==> src/rtl/cc_window_qualifier.sv <==
// Registered window comparator: qualifies a sample stream against a programmable [low,high] window.
// Optional sticky hit flag enabled by defining WINQUAL_STICKY_EN.
module cc_window_qualifier #(
   parameter int DATAWIDTH    = 4,
   parameter int LOW_DEFAULT  = 9,
   parameter int HIGH_DEFAULT = 9,
   parameter int QUAL_CYCLES  = 1
) (
   input  logic                 CC_WINQUAL_CLOCK_50,
   input  logic                 CC_WINQUAL_RESET_InLow,
   input  logic                 CC_WINQUAL_valid_In,
   input  logic [DATAWIDTH-1:0] CC_WINQUAL_data_InBUS,
   input  logic                 CC_WINQUAL_load_In,
   input  logic [DATAWIDTH-1:0] CC_WINQUAL_low_InBUS,
   input  logic [DATAWIDTH-1:0] CC_WINQUAL_high_InBUS,
   input  logic                 CC_WINQUAL_clear_In,
   output logic                 CC_WINQUAL_inside_OutLow,
   output logic                 CC_WINQUAL_below_Out,
   output logic                 CC_WINQUAL_above_Out,
   output logic                 CC_WINQUAL_enter_Out,
   output logic                 CC_WINQUAL_exit_Out,
   output logic                 CC_WINQUAL_error_Out,
   output logic                 CC_WINQUAL_hit_OutLow
);

   localparam int CW = $clog2(QUAL_CYCLES + 1);
   localparam logic [CW-1:0] QUAL_C = CW'(QUAL_CYCLES);

   typedef enum logic [1:0] {
      OUTSIDE    = 2'd0,
      QUALIFYING = 2'd1,
      INSIDE     = 2'd2
   } stateT;

   stateT                state;
   logic [CW-1:0]        count;
   logic [DATAWIDTH-1:0] lowBound;
   logic [DATAWIDTH-1:0] highBound;
   logic                 errorReg;
   logic                 insideLowReg;
   logic                 belowReg;
   logic                 aboveReg;
   logic                 enterReg;
   logic                 exitReg;
   logic                 rawIn;
   logic                 qualifyNow;

   // An inverted window (low > high) never counts as in-window
   assign rawIn = (lowBound <= CC_WINQUAL_data_InBUS) &&
                  (CC_WINQUAL_data_InBUS <= highBound) && !errorReg;

   // Qualification completes on this edge; a simultaneous load suppresses it
   assign qualifyNow = CC_WINQUAL_valid_In && !CC_WINQUAL_load_In && rawIn &&
                       (((state == OUTSIDE) && (QUAL_CYCLES == 1)) ||
                        ((state == QUALIFYING) && ((count + CW'(1)) == QUAL_C)));

   // Bounds, FSM and all status flags share one register stage
   always_ff @(posedge CC_WINQUAL_CLOCK_50 or negedge CC_WINQUAL_RESET_InLow) begin
      if (!CC_WINQUAL_RESET_InLow) begin
         state        <= OUTSIDE;
         count        <= '0;
         lowBound     <= DATAWIDTH'(LOW_DEFAULT);
         highBound    <= DATAWIDTH'(HIGH_DEFAULT);
         errorReg     <= 1'b0;
         insideLowReg <= 1'b1;
         belowReg     <= 1'b0;
         aboveReg     <= 1'b0;
         enterReg     <= 1'b0;
         exitReg      <= 1'b0;
      end else begin
         enterReg <= 1'b0;
         exitReg  <= 1'b0;
         if (CC_WINQUAL_valid_In) begin
            belowReg <= CC_WINQUAL_data_InBUS < lowBound;
            aboveReg <= CC_WINQUAL_data_InBUS > highBound;
         end
         if (CC_WINQUAL_load_In) begin
            lowBound     <= CC_WINQUAL_low_InBUS;
            highBound    <= CC_WINQUAL_high_InBUS;
            errorReg     <= CC_WINQUAL_low_InBUS > CC_WINQUAL_high_InBUS;
            state        <= OUTSIDE;
            count        <= '0;
            insideLowReg <= 1'b1;
            exitReg      <= (state == INSIDE);
         end else if (CC_WINQUAL_valid_In) begin
            if (qualifyNow) begin
               state        <= INSIDE;
               count        <= QUAL_C;
               insideLowReg <= 1'b0;
               enterReg     <= 1'b1;
            end else begin
               case (state)
                  OUTSIDE: begin
                     if (rawIn) begin
                        state <= QUALIFYING;
                        count <= CW'(1);
                     end
                  end
                  QUALIFYING: begin
                     if (rawIn) begin
                        count <= count + CW'(1);
                     end else begin
                        state <= OUTSIDE;
                        count <= '0;
                     end
                  end
                  INSIDE: begin
                     if (!rawIn) begin
                        state        <= OUTSIDE;
                        count        <= '0;
                        insideLowReg <= 1'b1;
                        exitReg      <= 1'b1;
                     end
                  end
                  default: begin
                     state        <= OUTSIDE;
                     count        <= '0;
                     insideLowReg <= 1'b1;
                  end
               endcase
            end
         end
      end
   end

   assign CC_WINQUAL_inside_OutLow = insideLowReg;
   assign CC_WINQUAL_below_Out     = belowReg;
   assign CC_WINQUAL_above_Out     = aboveReg;
   assign CC_WINQUAL_enter_Out     = enterReg;
   assign CC_WINQUAL_exit_Out      = exitReg;
   assign CC_WINQUAL_error_Out     = errorReg;

`ifdef WINQUAL_STICKY_EN
   logic hitLowReg;

   // Enter outranks clear so a hit landing on the clear edge is not lost
   always_ff @(posedge CC_WINQUAL_CLOCK_50 or negedge CC_WINQUAL_RESET_InLow) begin
      if (!CC_WINQUAL_RESET_InLow) begin
         hitLowReg <= 1'b1;
      end else if (qualifyNow) begin
         hitLowReg <= 1'b0;
      end else if (CC_WINQUAL_clear_In) begin
         hitLowReg <= 1'b1;
      end
   end

   assign CC_WINQUAL_hit_OutLow = hitLowReg;
`else
   logic unusedClear;
   assign unusedClear           = CC_WINQUAL_clear_In;
   assign CC_WINQUAL_hit_OutLow = 1'b1;
`endif

endmodule
==> config.mk <==
export PLATFORM = sky130hd
export DESIGN_NAME = cc_window_qualifier
export DESIGN_NICKNAME = d
export VERILOG_FILES = /design/src/rtl/cc_window_qualifier.sv
export SDC_FILE = /design/constraint.sdc
export NUM_CORES = 1
export LEC_CHECK = 0
export CORE_UTILIZATION = 45
export CTS_CLUSTER_DIAMETER = 50
export DETAILED_ROUTE_END_ITERATION = 16
export PLACE_DENSITY = 0.75
export SYNTH_ARGS = -nofsm -noshare
export SYNTH_HDL_FRONTEND = slang
export SYNTH_SLANG_ARGS = --single-unit
==> constraint.sdc <==
create_clock -name CC_WINQUAL_CLOCK_50 -period 1.8 [get_ports CC_WINQUAL_CLOCK_50]
set_input_delay 0.27 -clock CC_WINQUAL_CLOCK_50 [delete_from_list [all_inputs] [get_ports CC_WINQUAL_CLOCK_50]]
set_output_delay 0.27 -clock CC_WINQUAL_CLOCK_50 [all_outputs]
set_load 0.005 [all_outputs]
Word level (Yosys, flattened, before mapping) --
Cells that the tools add are included.
Word-level totals: bits in read-only memories 0, bits in latches 0, word-level logic and storage cells 64, RAM bits 0, flip-flop bits (word level) 17, memories 0, bits of input ports 17, output and inout port bits 7
Cells by class: bitwise gates (word level) 0, multiplexer cells 26, $lt $le $gt $ge 5, equality and inequality tests 6, reductions and logical operators 16, shift operators 0, $add $sub $neg 1, div/mod/pow operators 0, multiply operators 0
Operators with widths (count):
- $mux W1 | 18
- $mux W2 | 5
- $reduce_and A3 Y1 | 3
- $gt A4 B4 Y1 | 2
- $le A4 B4 Y1 | 2
- $ne A4 B4 Y1 const B | 2
- $logic_and A1 B1 Y1 | 6
- $lt A4 B4 Y1 | 1
- $ne A4 B3 Y1 const B | 1
- $pmux W2 S2 | 1
- $reduce_or A2 Y1 | 2
- $ne A3 B1 Y1 const B | 1
- $pmux W1 S3 | 1
- $eq A2 B1 Y1 const B | 1
- $eq A2 B2 Y1 const B | 1
- $logic_not A1 Y1 | 2
- $logic_not A2 Y1 | 1
- $pmux W1 S2 | 1
- $reduce_bool A2 Y1 | 1
- $add A1 B1 Y1 const B | 1
- $logic_or A1 B1 Y1 | 1

Depth between registers and ports, before layout --
Gate-level depths: netlist of the first run.
depth in word-level cells 8, gate-level depth with buffers 7, gate-level depth less buffers 7

Worst setup path before layout of the first run --
OpenSTA, ideal clock, no wires.
path type reg2reg, start point register lowBound[0], end point register state[0], cell stages (with the launch flop) 7, arrival 1.653 ns, slack 0.051 ns, clock period less this slack 1.749 ns, buffers on the path 0, path through dfstp_2 ha_1 or3b_1 o2111ai_2 a21oi_4 and4_4 nor4_2
On the way: word-level cells in the longest chain between the ends 8, elaborated cells on any way between the ends 11
RTL lines:
- from (decl) | RTL line 37 | logic [DATAWIDTH-1:0] lowBound;
- from (signal assigned) | RTL line 62 | lowBound <= DATAWIDTH'(LOW_DEFAULT);
- from (signal assigned) | RTL line 78 | lowBound <= CC_WINQUAL_low_InBUS;
- $le A4 B4 Y1 (*) | RTL line 49 | assign rawIn = (lowBound <= CC_WINQUAL_data_InBUS) &&
- $logic_and A1 B1 Y1 (*) | RTL line 49
- $logic_and A1 B1 Y1 (*) | RTL line 50 | (CC_WINQUAL_data_InBUS <= highBound) && !errorReg;
- $logic_and A1 B1 Y1 (2 in a row) | RTL line 53 | assign qualifyNow = CC_WINQUAL_valid_In && !CC_WINQUAL_load_In && rawIn &&
- $mux W2 | RTL line 86 | if (qualifyNow) begin
- $mux W2 | RTL line 85 | end else if (CC_WINQUAL_valid_In) begin
- $mux W2 | RTL line 77 | if (CC_WINQUAL_load_In) begin
- to (signal assigned) | RTL line 60 | state <= OUTSIDE;
- to (signal assigned) | RTL line 81 | state <= OUTSIDE;
- to (signal assigned) | RTL line 87 | state <= INSIDE;
- to (decl) | RTL line 35 | stateT state;
Every way passes the cells marked *; elsewhere a longest branch is shown, timed or not. The select of a mux whose other input is x is not followed. A chain may end at the register's enable or synchronous reset.

Worst setup path after layout of the first run --
start point register lowBound[3], end point register state[1]
The elaborated chain is that of the path after synthesis.

==> summary.txt, run 1 <==
Clock network
  • H-Tree Depth: 1
  • CTS Buffer Depth: 2
  • Hold-fix buffer count after cts: 0
  • CTS sink cnt: 17
  • Clk slew on worst S/H paths: ~0.11 ns
  • CTS tree: built
  • Clock latency on the worst-skew pair: approximately 0.3 ns
  • Root Driver: clkbuf_4
  • Cts bufs inserted: 3

Detailed routing
  • Vias per inst: 5.22
  • Vias: between 900 and 1,000
  • Routed wire length: 2.44 mm
  • Drt pass-1 iters: 4
  • WL/cell: between 10 and 15 µm
  • Drt drc: 0
  • Iteration-0 DRC Markers: 32
  • Antenna violation net count after detailed routing: 0

Flow run
  • Number of max-cap violations: 0

Logic synthesis
  • Mapped Nets: about 150
  • Synth top area share: 0.269
  • Fraction of registers with async set/reset: 1.00
  • Netlist cell types: 32
  • Adder-Cell Fraction of Synth Area: 0.179
  • Synth top area cells: dfrtp_1, ha_1, dfstp_2
  • Sequential share of the synthesized area: 0.386
  • Synth warnings: 0
  • Count leader, synth: inv_1
  • Compound-Gate Fraction of Synth Area: 0.180
  • Simple-gate share of the synthesized area: 0.139
  • Synthesized flop and latch total: 17
  • Leading cell types by count after synthesis: inv_1, ha_1, nand2_1, dfrtp_1, o21ai_0
  • Multiplexer area fraction after synthesis: 0.0381
  • Post-synthesis cell area: between 1000 and 1500 µm²
  • Ys flop type: dfrtp_1
  • Number of synthesized flops with an enable pin: 0
  • Post-synthesis xor/xnor area fraction: 0
  • Cells after Synth: 116
  • Mean Syn Cell Area: 9.63 µm²
  • Largest family of logic cells by synthesized area: compound AO/OA/AOI/OAI gates
  • Area leader, netlist: dfrtp_1

Power and ir drop
  • Cell leakage power: 0.708 nW
  • Power Total: between 1 and 1.5 mW
  • Pwr dens: between 600 and 700 nW/µm²
  • IR drop worst, VDD: approximately 0.46 mV

Timing
  • Final period util: 1.01
  • Tmin final: ~1.8 ns
  • Fmax: about 550 MHz
  • Clk_skew: 0.0103 ns
  • Final setup violation count: 2
  • Slew Limit Fails: 0
  • Final hold violations: 0
  • Unrepaired setup endpoints after global routing: yes
  • Setup ws final: -0.0148 ns

Worst setup path
  • Reg2reg start: lowBound[3]
  • Flop2flop setup slack: -0.01 ns
  • Crit path kind: flop to flop
  • Reg2reg path depth: 7
  • Nature of the critical path endpoint: flop
  • Worst Path Arrival: around 2.0 ns
  • Top fanout value on the critical path: 6
  • CP required: just over 2 ns
  • CP startpoint: lowBound[3]
  • Worst Setup Start Kind: flop

Global routing
  • Largest net degree at the start of global routing: 18
  • Grt total ovfl: 0
  • Initial antenna violation count: 0
  • Vias in the first global route: about 870
  • First-pass GRT wire length: around 3.8 mm
  • All-Layer GR Usage: 0.192

Floorplan
  • Num ports: 24
  • Die span in y: just over 50 µm
  • Row count: 17
  • Core area: 2280 µm²
  • Die Wd: a little over 50 µm
  • Die footprint: 2690 µm²
  • Initial cell density of the core: 0.491

Layout
  • Final Util: 0.686
  • # fillers: about 160
  • Layout area overhead: 39.8%
  • Ant. Diodes: 0
  • Fraction of layout cells with a size suffix above 1: 0.260
  • Fin nets: 184

Place
  • Count of input and output buffers: 21
  • Post-DP HPWL: 1.69 mm
  • Final GP Congestion: 0.869

Hold path
  • Worst hold path type: input port to async pin

Outcome
  • Failing checks: setup timing
  • Status: finished with violations
[path summary, 6_finish.rpt]
kind,endpoint
min in group CC_WINQUAL_CLOCK_50,highBound[3]
setup reg to reg,state[1]
hold reg to reg,highBound[3]
max in group asynchronous,lowBound[3]
setup / recovery,state[1]
hold / removal,CC_WINQUAL_exit_Out
[through the flow]
step                      instance area, µm²  hold WS [ns]  cells  worst slack [ns]  TNS, ns
final                                   1560         0.274    178           -0.0148  -0.0288
after global routing                    1560         0.311    178           -0.0626   -0.246
after CTS                               1460         0.280    176           -0.0188  -0.0188
after detailed placement                1430         0.513    172            -0.354    -1.90
after global placement                  1430         0.499    172            -0.323    -1.74
after floorplan                         1120       -0.0256    116            0.0513        0
[flip-flops by register name (all words and copies together), names as in the netlist]
| signal | flops |
|---|---|
| count | 1 |
| highBound | 4 |
| CC_WINQUAL_above_Out | 1 |
| CC_WINQUAL_exit_Out | 1 |
| state | 2 |
| CC_WINQUAL_inside_OutLow | 1 |
| CC_WINQUAL_below_Out | 1 |
| lowBound | 4 |
| CC_WINQUAL_error_Out | 1 |
| CC_WINQUAL_enter_Out | 1 |
[repair_timing]
action,CTS,global route
gates resized for setup,1,14
pin swaps,2,8
endpoints found under the setup margin,4,5
setup buffers,0,2
[cells in the final DEF (no fill, tap or decap), types with 3 or more instances in the layout]
| master | netlist | routed |
|---|---|---|
| o21a_1 | 3 | 3 |
| inv_1 | 17 | 15 |
| dfrtp_1 | 12 | 12 |
| o21ai_0 | 7 | 7 |
| ha_4 | 0 | 3 |
| nor3_1 | 3 | 3 |
| buf_4 | 1 | 12 |
| a21o_1 | 3 | 3 |
| nand2_1 | 13 | 12 |
| clkdlybuf4s50_1 | 0 | 20 |
| dfstp_2 | 5 | 5 |
| clkbuf_4 | 0 | 3 |
| nand3_1 | 3 | 3 |
| nor2b_1 | 4 | 4 |
| ha_1 | 16 | 13 |
[worst max-delay path, cell delays in order (launching register included)]
cell,delay [ns]
dfstp_2,0.53
inv_1,0.07
ha_4,0.29
o2111ai_2,0.15
a21oi_4,0.30
buf_6,0.15
nand3_1,0.08
a31oi_1,0.19
[power breakdown]
part | leakage (nW) | switching, mW | internal, mW | total (mW)
combinational | 0.484 | 0.186 | 0.218 | 0.404
sequential | 0.206 | 0.0239 | 0.430 | 0.454
clock | 0.0177 | 0.131 | 0.0828 | 0.214
total | 0.708 | 0.341 | 0.730 | 1.07
[cells by family after synthesis]
logic type / Yosys count
AND/OR/NAND/NOR: 29
AO/OA/AOI/OAI: 28
multiplexers: 4
other: 1
flip-flops: 17
adder cells (fa/ha/maj): 16
buffers and inverters: 21
[per-layer routing]
metal  GRT usage  wire (µm)  up-vias
li1            -          -      467
met1       0.259       1160      428
met2       0.295       1100       28
met3      0.0292        109        6
met4      0.0991         66        0
met5           0          0        -
[cell type report]
cell class                 instances  area [µm²]  share of cell area
clock buffer                       3        22.5              0.0144
clock inverter                     1        5.00             0.00321
inverter                          17        63.8              0.0409
multi-input combinational         78         689               0.442
sequential                        17         432               0.276
tap                               28        35.0              0.0224
timing repair buffer              34         314               0.201
Power figures use the tool's default switching activity.
==> run 2, diff against run 1 <==
--- a/config.mk
+++ b/config.mk
@@ -5,6 +5,7 @@
 export SDC_FILE = /design/constraint.sdc
 export NUM_CORES = 1
 export LEC_CHECK = 0
+export CAP_MARGIN = 25
 export CORE_UTILIZATION = 45
 export CTS_CLUSTER_DIAMETER = 50
 export DETAILED_ROUTE_END_ITERATION = 16
==> results of run 2 <==
Final layout, timing and power as in run 1 (identical DEF).
==> run 3, diff against run 2 <==
--- a/config.mk
+++ b/config.mk
@@ -5,6 +5,7 @@
 export SDC_FILE = /design/constraint.sdc
 export NUM_CORES = 1
 export LEC_CHECK = 0
+export ABC_CLOCK_PERIOD_IN_PS = 1800
 export CAP_MARGIN = 25
 export CORE_UTILIZATION = 45
 export CTS_CLUSTER_DIAMETER = 50
==> results of run 3 <==
Final layout, timing and power as in run 1 (identical DEF).
==> patch 1, RTL diff (settings of run 2) <==
Re-encode `stateT` (3 states) as one-hot, 3 bits wide.
--- a/src/rtl/cc_window_qualifier.sv
+++ b/src/rtl/cc_window_qualifier.sv
@@ -26,10 +26,10 @@
    localparam int CW = $clog2(QUAL_CYCLES + 1);
    localparam logic [CW-1:0] QUAL_C = CW'(QUAL_CYCLES);
 
-   typedef enum logic [1:0] {
-      OUTSIDE    = 2'd0,
-      QUALIFYING = 2'd1,
-      INSIDE     = 2'd2
+   typedef enum logic [2:0] {
+      OUTSIDE    = 3'b001,
+      QUALIFYING = 3'b010,
+      INSIDE     = 3'b100
    } stateT;
 
    stateT                state;
Formal check against the unedited RTL: same outputs for any inputs over 10 cycles, from zero or initial values and one cycle with CC_WINQUAL_RESET_InLow low; not proved beyond that.
==> patch 1 against run 2 <==
Synthesized area down 3.4%; total power down 2.4%; wire length about the same; worst setup slack better by 0.085 ns; cell count decreased by 3.4%; count of clock-buffer cells in the layout grew 1; critical path depth unchanged; final area decreased by 6.3%; sequential cell count is 1 higher; via count up 2.4%; sequential power rose by 5.9%; largest cell class unchanged; highest routed layer unchanged.
==> patch 1: results (changes against run 2) <==
- Maximum number of pins on one net before global-route repair: 19 (was 18)
- The share of cells above drive strength 1 was 23.61% (was 26.00%).
* Largest regs: highBound x4, lowBound x4, state x3 (was highBound x4, lowBound x4, state x2)
- Root Buffer: sky130_fd_sc_hd__clkbuf_4 (unchanged)
- Maximum vdd drop: 526.8 µV (was 455.5 µV)
- The number of violations reported at the end of detailed-routing iteration 0 was 24 (was 32).
- The power dissipated by switching net loads is 0.2982 mW (was 0.3413 mW).
- Slowest cell on the critical path: sky130_fd_sc_hd__dfstp_2 (unchanged)
- The standby leakage power came to 0.6584 nW (was 0.7082 nW).
- Worst clock skew on the final layout: 0.0006656 ns (was 0.01034 ns)
- Top cells by area, synth: sky130_fd_sc_hd__dfrtp_1 28%, sky130_fd_sc_hd__dfstp_2 15%, sky130_fd_sc_hd__ha_1 14% (was sky130_fd_sc_hd__dfrtp_1 27%, sky130_fd_sc_hd__ha_1 18%, sky130_fd_sc_hd__dfstp_2 12%).
* Proportion of register bits with asynchronous set or reset after synthesis: 100.0% (unchanged)
* Placer congestion estimate: 0.7933 (was 0.8688)
- Post-synth top cells: 15 x sky130_fd_sc_hd__inv_1, 12 x sky130_fd_sc_hd__dfrtp_1, 12 x sky130_fd_sc_hd__ha_1 (was 17 x sky130_fd_sc_hd__inv_1, 16 x sky130_fd_sc_hd__ha_1, 13 x sky130_fd_sc_hd__nand2_1).
- Largest fanout on the critical path: 3 (was 6)
* Half-perimeter wire length after detailed placement: 1789 µm (was 1688 µm)
* Post-place setup slack: -0.2967 ns (was -0.3545 ns)
* Outcome: complete, no violations (was complete, but fails checks)
- The ratio of routed vias to standard cells is 5.529 (was 5.219).
- The via count of the first global-routing pass was 981 (was 866).
- The part of the Yosys area used for sequential elements was 42.41% (was 38.63%).
- Count of filler cells inserted in the layout: 185 (was 159)
- Count of unique library cells instantiated by Yosys: 33 (was 32)
* Net count of the mapped netlist: 144 (was 149)
* Detail-routed net length per standard cell: 14.15 µm (was 13.68 µm)
* Net count, final: 174 (was 184)
- Crit path DAT: 1.93 ns (was 2.04 ns)
* First-pass GRT wire length: 4119 µm (was 3795 µm)
- The instance area after placement came to 1361 µm² (was 1426 µm²).
- Combined global-route utilization of all metal layers: 21.23% (was 19.21%)
[patch 1: changes by cell type after synthesis, sizes merged, moves of 3 or more]
cell | run 2 | this run
nand3 | 3 | 0
nor2 | 0 | 5
a21o | 3 | 0
ha | 16 | 12
a21oi | 4 | 8
o21ai | 9 | 12
[patch 1: routing by layer]
layer | vias up | track usage (%) | part of all wire [%]
li1 | 454 | - | -
met1 | 444 | 26.83 | 42
met2 | 44 | 33.99 | 47
met3 | 9 | 4.464 | 7.8
met4 | 0 | 10.65 | 2.5
met5 | - | 0 | 0
[patch 1: kinds of logic after synthesis]
logic type	share of synthesized area [%]
AO/OA/AOI/OAI	17.73
other	0.3473
flip-flops	42.41
AND/OR/NAND/NOR	13.21
multiplexers	4.171
XOR/XNOR	0.8113
adder cells (fa/ha/maj)	13.90
buffers and inverters	7.415
[patch 1: final timing paths]
path | start | end | slack (ns) | cells past startpoint
max | highBound[3] | state[1] | 0.07 | 7
min | CC_WINQUAL_RESET_InLow | highBound[1] | 0.28 | 2
max reg2reg | highBound[3] | state[1] | 0.07 | 7
min reg2reg | highBound[3] | highBound[3] | 0.52 | 2
max in group asynchronous | CC_WINQUAL_RESET_InLow | state[0] | 1.26 | 2
min in group CC_WINQUAL_CLOCK_50 | highBound[3] | highBound[3] | 0.52 | 2
[patch 1: power by group through the flow]
stage | combinational, mW | clock, mW | sequential, mW
2_1_floorplan | 0.138 | 0 | 0.482
3_3_place_gp | 0.262 | 0 | 0.484
3_5_place_dp | 0.274 | 0 | 0.486
4_1_cts | 0.286 | 0.261 | 0.479
5_1_grt | 0.342 | 0.273 | 0.486
6_report | 0.307 | 0.258 | 0.481
[patch 1: cell type report]
cell class | instances | area [µm²] | area share (%)
multi-input cells | 77 | 596.8 | 40.80
flip-flops and latches | 18 | 457.9 | 31.31
repair buffers | 30 | 280.3 | 19.16
inverters | 15 | 56.30 | 3.849
clock buffers | 4 | 36.28 | 2.481
well taps | 28 | 35.03 | 2.395
[patch 1: worst reg2reg max path, stage by stage (launching register included)]
cell	delay (ns)
sky130_fd_sc_hd__dfstp_2	0.54
sky130_fd_sc_hd__inv_2	0.05
sky130_fd_sc_hd__ha_4	0.26
sky130_fd_sc_hd__o211ai_1	0.10
sky130_fd_sc_hd__a21oi_2	0.25
sky130_fd_sc_hd__a211oi_2	0.05
sky130_fd_sc_hd__buf_4	0.15
sky130_fd_sc_hd__a31o_2	0.22
[patch 1: what timing repair did]
action | CTS | global route
endpoints found under the setup margin | 4 | 6
setup buffers | 0 | 1
resized for setup | 3 | 7
pin swaps | 1 | 8
[patch 1: stage by stage]
step / total power, mW / cells
detailed placement: 0.7597 / 167
global placement: 0.7457 / 167
global route: 1.101 / 172
CTS: 1.026 / 171
finish: 1.046 / 172
floorplan: 0.6199 / 115
==> patch 2, RTL diff (config.mk and constraints of run 2) <==
Made on the original files. The option `WINQUAL_STICKY_EN` is turned on by a define.
--- a/src/rtl/cc_window_qualifier.sv
+++ b/src/rtl/cc_window_qualifier.sv
@@ -1,5 +1,7 @@
 // Registered window comparator: qualifies a sample stream against a programmable [low,high] window.
 // Optional sticky hit flag enabled by defining WINQUAL_STICKY_EN.
+`define WINQUAL_STICKY_EN
+
 module cc_window_qualifier #(
    parameter int DATAWIDTH    = 4,
    parameter int LOW_DEFAULT  = 9,
Behaviour: not the same (Yosys sat finds a counterexample within 4 cycles, from zero or initial values and one cycle with CC_WINQUAL_RESET_InLow low).
==> patch 2 against run 2 <==
The run still ends with negative setup slack left; fmax down 8.4%; cell count up 6.2%; combinational power grew 12%; non-clock buffer count increased by 10; sequential cell count increased by 1; synthesized area grew 1.3%; final area increased by 7.1%; sequential power increased by 6.8%; wire length grew 12%; total power is 11% higher; die area increased by 1.3%; worst setup slack worse by 0.17 ns; critical path depth did not move; via count up 6.7%; critical path type is now input port to flop; critical endpoint unchanged; largest cell class unchanged.
==> patch 2: results (changes against run 2) <==
- Net count of the mapped netlist: 149 (unchanged)
- Net count, final: 195 (was 184)
- The highest net fanout along the worst path came to 5 (was 6).
- The number of cells after detailed placement is 177 (was 172).
- Detail-routed net length per standard cell: 14.47 µm (was 13.68 µm)
- The final-report setup violation count came to 8 (was 2).
* Routed vias: 991 (was 929)
- Worst R2R End: state[1] (unchanged)
- Outcome: complete, but fails checks (unchanged).
- Failing checks: negative setup slack (unchanged).
* Least setup slack across all paths after layout: -0.1813 ns (was -0.01479 ns)
* Half-perimeter wire length after detailed placement: 1967 µm (was 1688 µm)
- Crit path DAT: 2.18 ns (was 2.04 ns)
- The minimum setup slack after placement came to -0.4631 ns (was -0.3545 ns).
- The standby leakage power came to 0.7594 nW (was 0.7082 nW).
* Post-Route Setup TNS: -0.6757 ns (was -0.02883 ns)
- Post-synthesis sequential area ratio: 40.44% (was 38.63%)
* Combined global-route utilization of all metal layers: 21.57% (was 19.21%)
* Worst hold-check slack: 0.2884 ns (was 0.2743 ns)
* Maximum vdd drop: 561.4 µV (was 455.5 µV)
* Non-filler cells, final: 189 (was 178)
* Origin of the critical flop-to-flop path: lowBound[3] (unchanged)
- First-pass GRT wire length: 4188 µm (was 3795 µm)
- The via count of the first global-routing pass came to 968 (was 866).
- The logic depth of the worst register-to-register path came to 6 (was 7).
- Port-buffer cells: 23 (was 21)
* Count of unique library cells instantiated by Yosys: 28 (was 32)
* Maximum number of pins on one net before global-route repair: 19 (was 18)
- Top cells by area, synth: sky130_fd_sc_hd__dfrtp_1 27%, sky130_fd_sc_hd__ha_1 18%, sky130_fd_sc_hd__dfstp_2 14% (was sky130_fd_sc_hd__dfrtp_1 27%, sky130_fd_sc_hd__ha_1 18%, sky130_fd_sc_hd__dfstp_2 12%).
- The number of violations reported at the end of detailed-routing iteration 0 is 12 (was 32).
- Ratio of cells with drive above 1 in the final layout: 31.06% (was 26.00%)
- The number of buffers added by the clock tree synthesis step was 3 (unchanged).
- The global placement routability congestion came to 0.9091 (was 0.8688).
## patch 2: logic make-up (layout without fill, tap and decap cells)
group                    Yosys count  after routing  share of synthesized area (%)
flip-flops                        18             18                          40.44
adder cells (fa/ha/maj)           16             16                          17.68
AND/OR/NAND/NOR                   26             26                          11.60
multiplexers                       4              4                          3.978
AO/OA/AOI/OAI                     31             31                          19.34
buffers and inverters             21             66                          6.961
## patch 2: layout make-up
cell class	instances	area, µm²
timing repair buffer	44	394.1
multi-input combinational	77	678.2
fill	176	625.6
clock buffer	4	36.28
inverter	18	70.07
tap	28	35.03
sequential	18	457.9
## patch 2: repair_timing
item                       4_1_cts  5_1_grt
setup buffers                    3        5
pin swaps                        4        2
setup endpoints to repair        8        8
resized for setup                6       12
## patch 2: metrics by stage
step | cell area [µm²] | power (mW)
2_1_floorplan | 1145 | 0.6653
6_report | 1672 | 1.190
3_5_place_dp | 1496 | 0.8498
4_1_cts | 1578 | 1.136
5_1_grt | 1672 | 1.259
3_3_place_gp | 1496 | 0.8331
## patch 2: metal layers
metal  track usage (%)  part of all wire, %
met1             27.99                   46
met2             35.04                   47
met3             6.140                  4.8
met4             5.702                  2.2
met5                 0                    0
## patch 2: how the worst max path moves through the flow
stage | endpoint | from | cells past startpoint | slack (ns)
5_1_grt | state[0] | CC_WINQUAL_data_InBUS[0] | 8 | -0.24
3_3_place_gp | state[0] | CC_WINQUAL_data_InBUS[0] | 7 | -0.41
6_report | state[1] | CC_WINQUAL_data_InBUS[0] | 7 | -0.18
3_5_place_dp | state[0] | CC_WINQUAL_data_InBUS[0] | 7 | -0.46
2_1_floorplan | state[0] | lowBound[3] | 6 | -0.13
4_1_cts | state[0] | lowBound[3] | 6 | -0.12
## patch 2: critical path: stages
cell,delay (ns)
sky130_fd_sc_hd__clkdlybuf4s50_1,0.47
sky130_fd_sc_hd__inv_1,0.07
sky130_fd_sc_hd__ha_1,0.28
sky130_fd_sc_hd__o21ai_0,0.09
sky130_fd_sc_hd__a221o_1,0.39
sky130_fd_sc_hd__or2_4,0.26
sky130_fd_sc_hd__a311o_1,0.35
## patch 2: report_power, final
part	switching, mW	leakage, nW	internal, mW	total (mW)
logic	0.195	0.522	0.258	0.453
registers	0.0252	0.216	0.459	0.485
clock network	0.129	0.0210	0.123	0.252
